File: src/rtl/shift_sequencer_if.sv
// Request/response bundle for the multi-cycle shift sequencer.
// The master is the request producer and result consumer; the slave is the sequencer.
interface shift_sequencer_if #(
  parameter int WIDTH = 32
);
  logic             in_valid;
  logic             in_ready;
  logic [WIDTH-1:0] in_x;
  logic [31:0]      in_y;
  logic [1:0]       in_op;
  logic             flush;
  logic             busy;
  logic             out_valid;
  logic             out_ready;
  logic [WIDTH-1:0] out_z;

  modport master (
    output in_valid, in_x, in_y, in_op, flush, out_ready,
    input  in_ready, busy, out_valid, out_z
  );

  modport slave (
    input  in_valid, in_x, in_y, in_op, flush, out_ready,
    output in_ready, busy, out_valid, out_z
  );
endinterface

File: src/rtl/shift_sequencer.sv
// Multi-cycle SLL/SRL/SRA/ROR sequencer: steps the operand one bit per clock,
// then presents the result on a valid/ready handshake until it is taken.
module shift_sequencer #(
  parameter int WIDTH = 32,
  parameter int CNT_W = 6
) (
  input logic             clk,
  input logic             rstb,
  shift_sequencer_if.slave bus
);
  localparam int LW = $clog2(WIDTH);

  localparam logic [1:0] S_IDLE  = 2'd0;
  localparam logic [1:0] S_SHIFT = 2'd1;
  localparam logic [1:0] S_DONE  = 2'd2;

  localparam logic [1:0] OP_SLL = 2'b00;
  localparam logic [1:0] OP_SRL = 2'b01;
  localparam logic [1:0] OP_SRA = 2'b10;
  localparam logic [1:0] OP_ROR = 2'b11;

  logic [1:0]       state;
  logic [1:0]       op;
  logic [WIDTH-1:0] data;
  logic [WIDTH-1:0] step;
  logic [WIDTH-1:0] z_q;
  logic [CNT_W-1:0] count;
  logic [CNT_W-1:0] n_eff;

  // Full 32-bit compare before clamping, so large amounts never alias small ones.
  always_comb begin
    n_eff = '0;
    if (bus.in_op == OP_ROR)
      n_eff = CNT_W'(bus.in_y[LW-1:0]);
    else if (bus.in_y >= 32'(WIDTH))
      n_eff = CNT_W'(WIDTH);
    else
      n_eff = CNT_W'(bus.in_y);
  end

  always_comb begin
    step = data;
    case (op)
      OP_SLL:  step = {data[WIDTH-2:0], 1'b0};
      OP_SRL:  step = {1'b0, data[WIDTH-1:1]};
      OP_SRA:  step = {data[WIDTH-1], data[WIDTH-1:1]};
      OP_ROR:  step = {data[0], data[WIDTH-1:1]};
      default: step = data;
    endcase
  end

  assign bus.in_ready  = (state == S_IDLE);
  assign bus.busy      = (state != S_IDLE);
  assign bus.out_valid = (state == S_DONE);
  assign bus.out_z     = z_q;

  // The result register only loads on entry to DONE, so out_z holds the last
  // result while the next operand is being stepped in data.
  always_ff @(posedge clk or negedge rstb) begin
    if (!rstb) begin
      state <= S_IDLE;
      op    <= '0;
      data  <= '0;
      count <= '0;
      z_q   <= '0;
    end else if (bus.flush) begin
      state <= S_IDLE;
      count <= '0;
    end else begin
      case (state)
        S_IDLE: begin
          if (bus.in_valid) begin
            data  <= bus.in_x;
            op    <= bus.in_op;
            count <= n_eff;
            if (n_eff == '0) begin
              state <= S_DONE;
              z_q   <= bus.in_x;
            end else begin
              state <= S_SHIFT;
            end
          end
        end
        S_SHIFT: begin
          data  <= step;
          count <= count - CNT_W'(1);
          if (count == CNT_W'(1)) begin
            state <= S_DONE;
            z_q   <= step;
          end
        end
        S_DONE: begin
          if (bus.out_ready)
            state <= S_IDLE;
        end
        default: state <= S_IDLE;
      endcase
    end
  end
endmodule
File: src/flat_wrapper.sv
// flat-port wrapper written by rule: the top's interface ports become plain ports
module shift_sequencer_flat 
#(
  parameter int WIDTH = 32,
  parameter int CNT_W = 6
)
  (clk, rstb, bus_in_valid, bus_in_x, bus_in_y, bus_in_op, bus_flush, bus_out_ready, bus_in_ready, bus_busy, bus_out_valid, bus_out_z);
  shift_sequencer_if #(.WIDTH(WIDTH)) bus_i ();
  input logic clk;
  input logic rstb;
  input wire logic [$bits(bus_i.in_valid)-1:0] bus_in_valid;
  input wire logic [$bits(bus_i.in_x)-1:0] bus_in_x;
  input wire logic [$bits(bus_i.in_y)-1:0] bus_in_y;
  input wire logic [$bits(bus_i.in_op)-1:0] bus_in_op;
  input wire logic [$bits(bus_i.flush)-1:0] bus_flush;
  input wire logic [$bits(bus_i.out_ready)-1:0] bus_out_ready;
  output wire logic [$bits(bus_i.in_ready)-1:0] bus_in_ready;
  output wire logic [$bits(bus_i.busy)-1:0] bus_busy;
  output wire logic [$bits(bus_i.out_valid)-1:0] bus_out_valid;
  output wire logic [$bits(bus_i.out_z)-1:0] bus_out_z;
  assign bus_i.in_valid = bus_in_valid;
  assign bus_i.in_x = bus_in_x;
  assign bus_i.in_y = bus_in_y;
  assign bus_i.in_op = bus_in_op;
  assign bus_i.flush = bus_flush;
  assign bus_i.out_ready = bus_out_ready;
  assign bus_in_ready = bus_i.in_ready;
  assign bus_busy = bus_i.busy;
  assign bus_out_valid = bus_i.out_valid;
  assign bus_out_z = bus_i.out_z;
  shift_sequencer #(.WIDTH(WIDTH), .CNT_W(CNT_W)) u_core (.clk(clk), .rstb(rstb), .bus(bus_i));
endmodule
File: config.mk
export PLATFORM = sky130hd
export DESIGN_NAME = shift_sequencer_flat
export DESIGN_NICKNAME = d
export VERILOG_FILES = /design/src/rtl/shift_sequencer_if.sv /design/src/rtl/shift_sequencer.sv /design/src/flat_wrapper.sv
export SDC_FILE = /design/constraint.sdc
export NUM_CORES = 1
export LEC_CHECK = 0
export ABC_AREA = 1
export ABC_CLOCK_PERIOD_IN_PS = 2300
export CORE_UTILIZATION = 52
export CTS_CLUSTER_DIAMETER = 120
export DETAILED_ROUTE_END_ITERATION = 8
export GPL_ROUTABILITY_DRIVEN = 0
export PLACE_DENSITY_LB_ADDON = 0.3
export SYNTH_ARGS = -nofsm -noshare
export SYNTH_HDL_FRONTEND = slang
export SYNTH_SLANG_ARGS = --single-unit
File: constraint.sdc
create_clock -name clk -period 2.3 [get_ports clk]
set_clock_uncertainty 0.1 [all_clocks]
set_input_delay 0.345 -clock clk [delete_from_list [all_inputs] [get_ports clk]]
set_output_delay 0.345 -clock clk [all_outputs]
set_load 0.005 [all_outputs]
==> impl_summary.md <==
Run status
The run finished with clean final reports.

CTS
The worst-skew pair later-pin latency is 0.35 ns. The maximum buffer depth of the clock tree is 2. The clock buffer count from CTS is 9. The clock-pin slew reported for the worst setup and hold paths after clock tree synthesis is 0.08 ns. TritonCTS built the clock tree.

The root cell of the clock tree is sky130_fd_sc_hd__clkbuf_8. Counting every sink on the clock net gives 74. The number of setup buffers added after CTS is 0. The number of levels the H-tree was split into is 3.

Finish
The post-route netlist has 6.432% of its cells at a drive strength greater than 1. The final cell count without fillers is 752. The synthesis-to-finish area growth is 34.57%. Across the whole layout, storage elements account for 1852 um^2.

The number of antenna diodes in the final layout is 0. The number of nets in the finished design is 721. The footprint of the multi-input gates is 1775 um^2. The layout has 580 filler cells. Once layout is complete, the utilization of the core stands at 72.66%.

Worst setup path
Walking the worst path, the cells encountered are nor2_2 -> clkdlybuf4s50_1. The maximum cell stage delay along the critical path is 0.55 ns. The element type at the critical path start is a flip-flop.

The largest individual stage delay along the critical path comes from the cell sky130_fd_sc_hd__clkdlybuf4s50_1. The internal reg-to-reg setup slack is 0.34 ns. Together, buffers and inverters on the worst path number 1. The family with the most delay on the worst path is buffers and inverters. The type of destination of the critical path is an output port. Along the worst path, the maximum fanout reaches 4.

The critical path is of the reg2out type. STA puts the critical path data arrival time at 1.57 ns. The data required time at the worst endpoint is 1.86 ns.

GRT
The number of global-route vias before repair was 4,040. The number of antenna violations at the first check in global routing was 0. The first global-routing pass estimated 17,320 um of wire. The global router's overall resource usage is 28.56%.

After global routing the overflow that remains totals 0. The pin count of the biggest net entering global routing is 49.

Synthesis
Synthesis inferred 74 register bits. For this run, the number of Yosys warnings is 0. The fraction of post-synthesis cell area in the top cell type by area is 47.28%.

The largest total area in the synthesized netlist belongs to sky130_fd_sc_hd__dfrtp_1. Summing every instance area after synthesis gives 3916 um^2. Yosys attributes the largest share of cell area to sky130_fd_sc_hd__dfrtp_1, sky130_fd_sc_hd__nand2_1, sky130_fd_sc_hd__o21ai_0, sky130_fd_sc_hd__nand3_1, sky130_fd_sc_hd__nor2_1.

The part of the Yosys area used for sequential elements is 47.28%. The distinct cell type count after synthesis is 30. The number of standard cells after synthesis is 548. The proportion of register bits with asynchronous set or reset after synthesis is 100.0%. The number of enable-type register cells in the synthesized netlist is 0. In the synthesized netlist the dominant register cell turns out to be sky130_fd_sc_hd__dfrtp_1. A synthesized cell averages 7.146 um^2. The net count after synthesis is 621.

Floorplanning
The die is 88.78 um tall. The area of the die is 7882 um^2. The core region is 7253 um^2. The overall die width is 88.78 um.

Once the floorplan was initialized, standard cells occupied 53.99% of the core. The initialized floorplan defines 31 standard-cell rows. The total I/O pin count is 106.

Timing
Dividing the final minimum period by the clock period gives 87.79%. The total negative setup slack is 0 ns. Setup violations remaining at the end of the flow were counted as 0. The worst setup slack after layout is 0.2809 ns.

Setup repair after global routing left no endpoint under its margin. The number of max-slew violations in the final report came to 0. The maximum frequency from static timing analysis is 495.3 MHz.

At the pin with the least slew margin, the transition time is 0.9894 ns. Measured against its own limit, the worst slew margin works out to 33.96%. The number of endpoints with negative hold slack in the final report is 0. The worst path in the final design needs a cycle of 2.019 ns, including I/O delays and setup.

Routing
The residual antenna-violating net count after detailed routing is 0. Dividing the detail-routed via count by the number of cells gives 5.343. The first routing iteration left 285 violations.

The routed wirelength normalized by instance count is 13.68 um. In the routed design, unresolved DRC markers number 0. The routed design has 10,290 um of wire. The total via count after detailed routing is 4,018.

Before antenna repair, the detailed router went through 5 iterations.

Place
Summed over all nets, the half-perimeter wirelength after detailed placement is 6771 um. The number of buffer cells added on primary ports is 105. Before CTS, the worst setup slack after placement is 0.1434 ns. The number of cells after detailed placement is 735.

Power and ir drop
The fraction of power spent switching nets is 42.03%. The power density over the cells is 1210 nW/um^2. The analysis attributes to cell leakage a power of 2.661 nW. The worst-case IR drop observed on VDD is 1.223 mV. The analysis attributes to net switching a power of 2.681 mW. The clock network is responsible for 16.5% of the overall power. The fraction of power consumed by sequential logic is 35.7%.

Internal power comes to 3.698 mW. In this run, the combinational gates consume 47.8% of the power.

Job
The count of max-cap constraint violations is 0.

Worst hold path
The path category of the worst min-delay check is in2async.
## kinds of logic (layout without fill, tap and decap cells)
family                   Yosys count  count (layout)  share of synthesized area, %
buffers and inverters             66             171                         7.444
AND/OR/NAND/NOR                  318             318                         32.62
adder cells (fa/ha/maj)            2               2                        0.6389
AO/OA/AOI/OAI                     86              86                         11.50
flip-flops                        74              74                         47.28
multiplexers                       1               1                        0.2875
XOR/XNOR                           1               1                        0.2237
## stage by stage
stage | area (um^2) | power (mW) | hold WS [ns]
after floorplan | 3916 | 4.044 | -0.05059
after global placement | 5057 | 5.158 | 0.1827
after detailed placement | 5057 | 5.285 | 0.1938
after CTS | 5270 | 6.375 | 0.3623
after global routing | 5270 | 6.908 | 0.3837
final | 5270 | 6.379 | 0.3530
## path summary, 6_finish.rpt
path / startpoint / endpoint / cells after the start
worst max-delay path: u_core.state[0]$_DFFE_PN0P_ / bus_in_ready / 2
worst min-delay path: rstb / u_core.bus.out_z[25]$_DFFE_PN0P_ / 2
worst max register to register: u_core.op[1]$_DFFE_PN0P_ / u_core.bus.out_z[4]$_DFFE_PN0P_ / 6
worst min register to register: u_core.bus.out_z[23]$_DFFE_PN0P_ / u_core.bus.out_z[23]$_DFFE_PN0P_ / 2
max in group asynchronous: rstb / u_core.data[8]$_DFFE_PN0P_ / 3
min in group clk: u_core.bus.out_z[23]$_DFFE_PN0P_ / u_core.bus.out_z[23]$_DFFE_PN0P_ / 2
## power groups by stage
stage | Combinational [mW] | Sequential (mW) | Clock [mW]
2_1_floorplan | 1.83 | 2.22 | 0
3_3_place_gp | 2.90 | 2.26 | 0
3_5_place_dp | 3.01 | 2.27 | 0
4_1_cts | 3.05 | 2.26 | 1.06
5_1_grt | 3.46 | 2.34 | 1.11
6_report | 3.05 | 2.28 | 1.05
## metal layers
| layer | up-vias | track usage [%] | wire, um |
|---|---|---|---|
| met2 | 201 | 49.79 | 5202 |
| li1 | 1934 | - | - |
| met1 | 1868 | 35.11 | 4208 |
| met4 | 0 | 13.49 | 169 |
| met5 | - | 0 | 0 |
| met3 | 15 | 3.825 | 709 |
## synthesized netlist by cell type, types with 3 or more instances
cell,n
sky130_fd_sc_hd__inv_1,33
sky130_fd_sc_hd__o22ai_1,3
sky130_fd_sc_hd__dfrtp_1,74
sky130_fd_sc_hd__nand3_1,38
sky130_fd_sc_hd__o21ai_0,56
sky130_fd_sc_hd__clkbuf_1,13
sky130_fd_sc_hd__buf_4,3
sky130_fd_sc_hd__buf_1,3
sky130_fd_sc_hd__a21oi_1,8
sky130_fd_sc_hd__nor2_1,49
sky130_fd_sc_hd__buf_6,3
sky130_fd_sc_hd__nand2_1,220
sky130_fd_sc_hd__buf_2,8
sky130_fd_sc_hd__inv_2,3
sky130_fd_sc_hd__o21ai_1,16
## cell usage in the layout (no fill, tap or decap), drive strengths merged
cell           count
nand2            223
clkdlybuf4s50    104
dfrtp             74
o21ai             72
nor2              51
nand3             38
inv               37
buf               14
clkbuf            10
a21oi              9
o22ai              3
clkinv             3
nand4              2
ha                 2
or2                2
and2               1
nor3               1
mux2               1
o311ai             1
a31oi              1
xor2               1
bufinv             1
clkinvlp           1
dlygate4sd3        1
## worst reg2reg max path, delay by kind of cell (launching register included)
family,cells,cell delay (ns)
compound gates,1,0.33
buf+inv,1,0.71
flops,1,0.39
simple gates,4,0.36
## area by class of cell
type | instances | share of cell area [%]
Multi-Input combinational cell | 408 | 33.69
Timing Repair Buffer | 119 | 22.41
Inverter | 36 | 2.564
Clock buffer | 10 | 2.612
Clock inverter | 6 | 1.235
Tap cell | 99 | 2.350
Sequential cell | 74 | 35.14
## flip-flops by register name, indices dropped and copies added, names as in the netlist
signal	flops
u_core.data	32
u_core.bus.out_z	32
u_core.state	2
u_core.op	2
u_core.count	6
## what timing repair did
| item | 4_1_cts | 5_1_grt |
|---|---|---|
| hold buffers | 1 | 0 |
| gates resized for setup | 0 | 0 |
| hold endpoints to repair | 26 | 0 |
No activity file was read; power rests on OpenSTA's default activity.
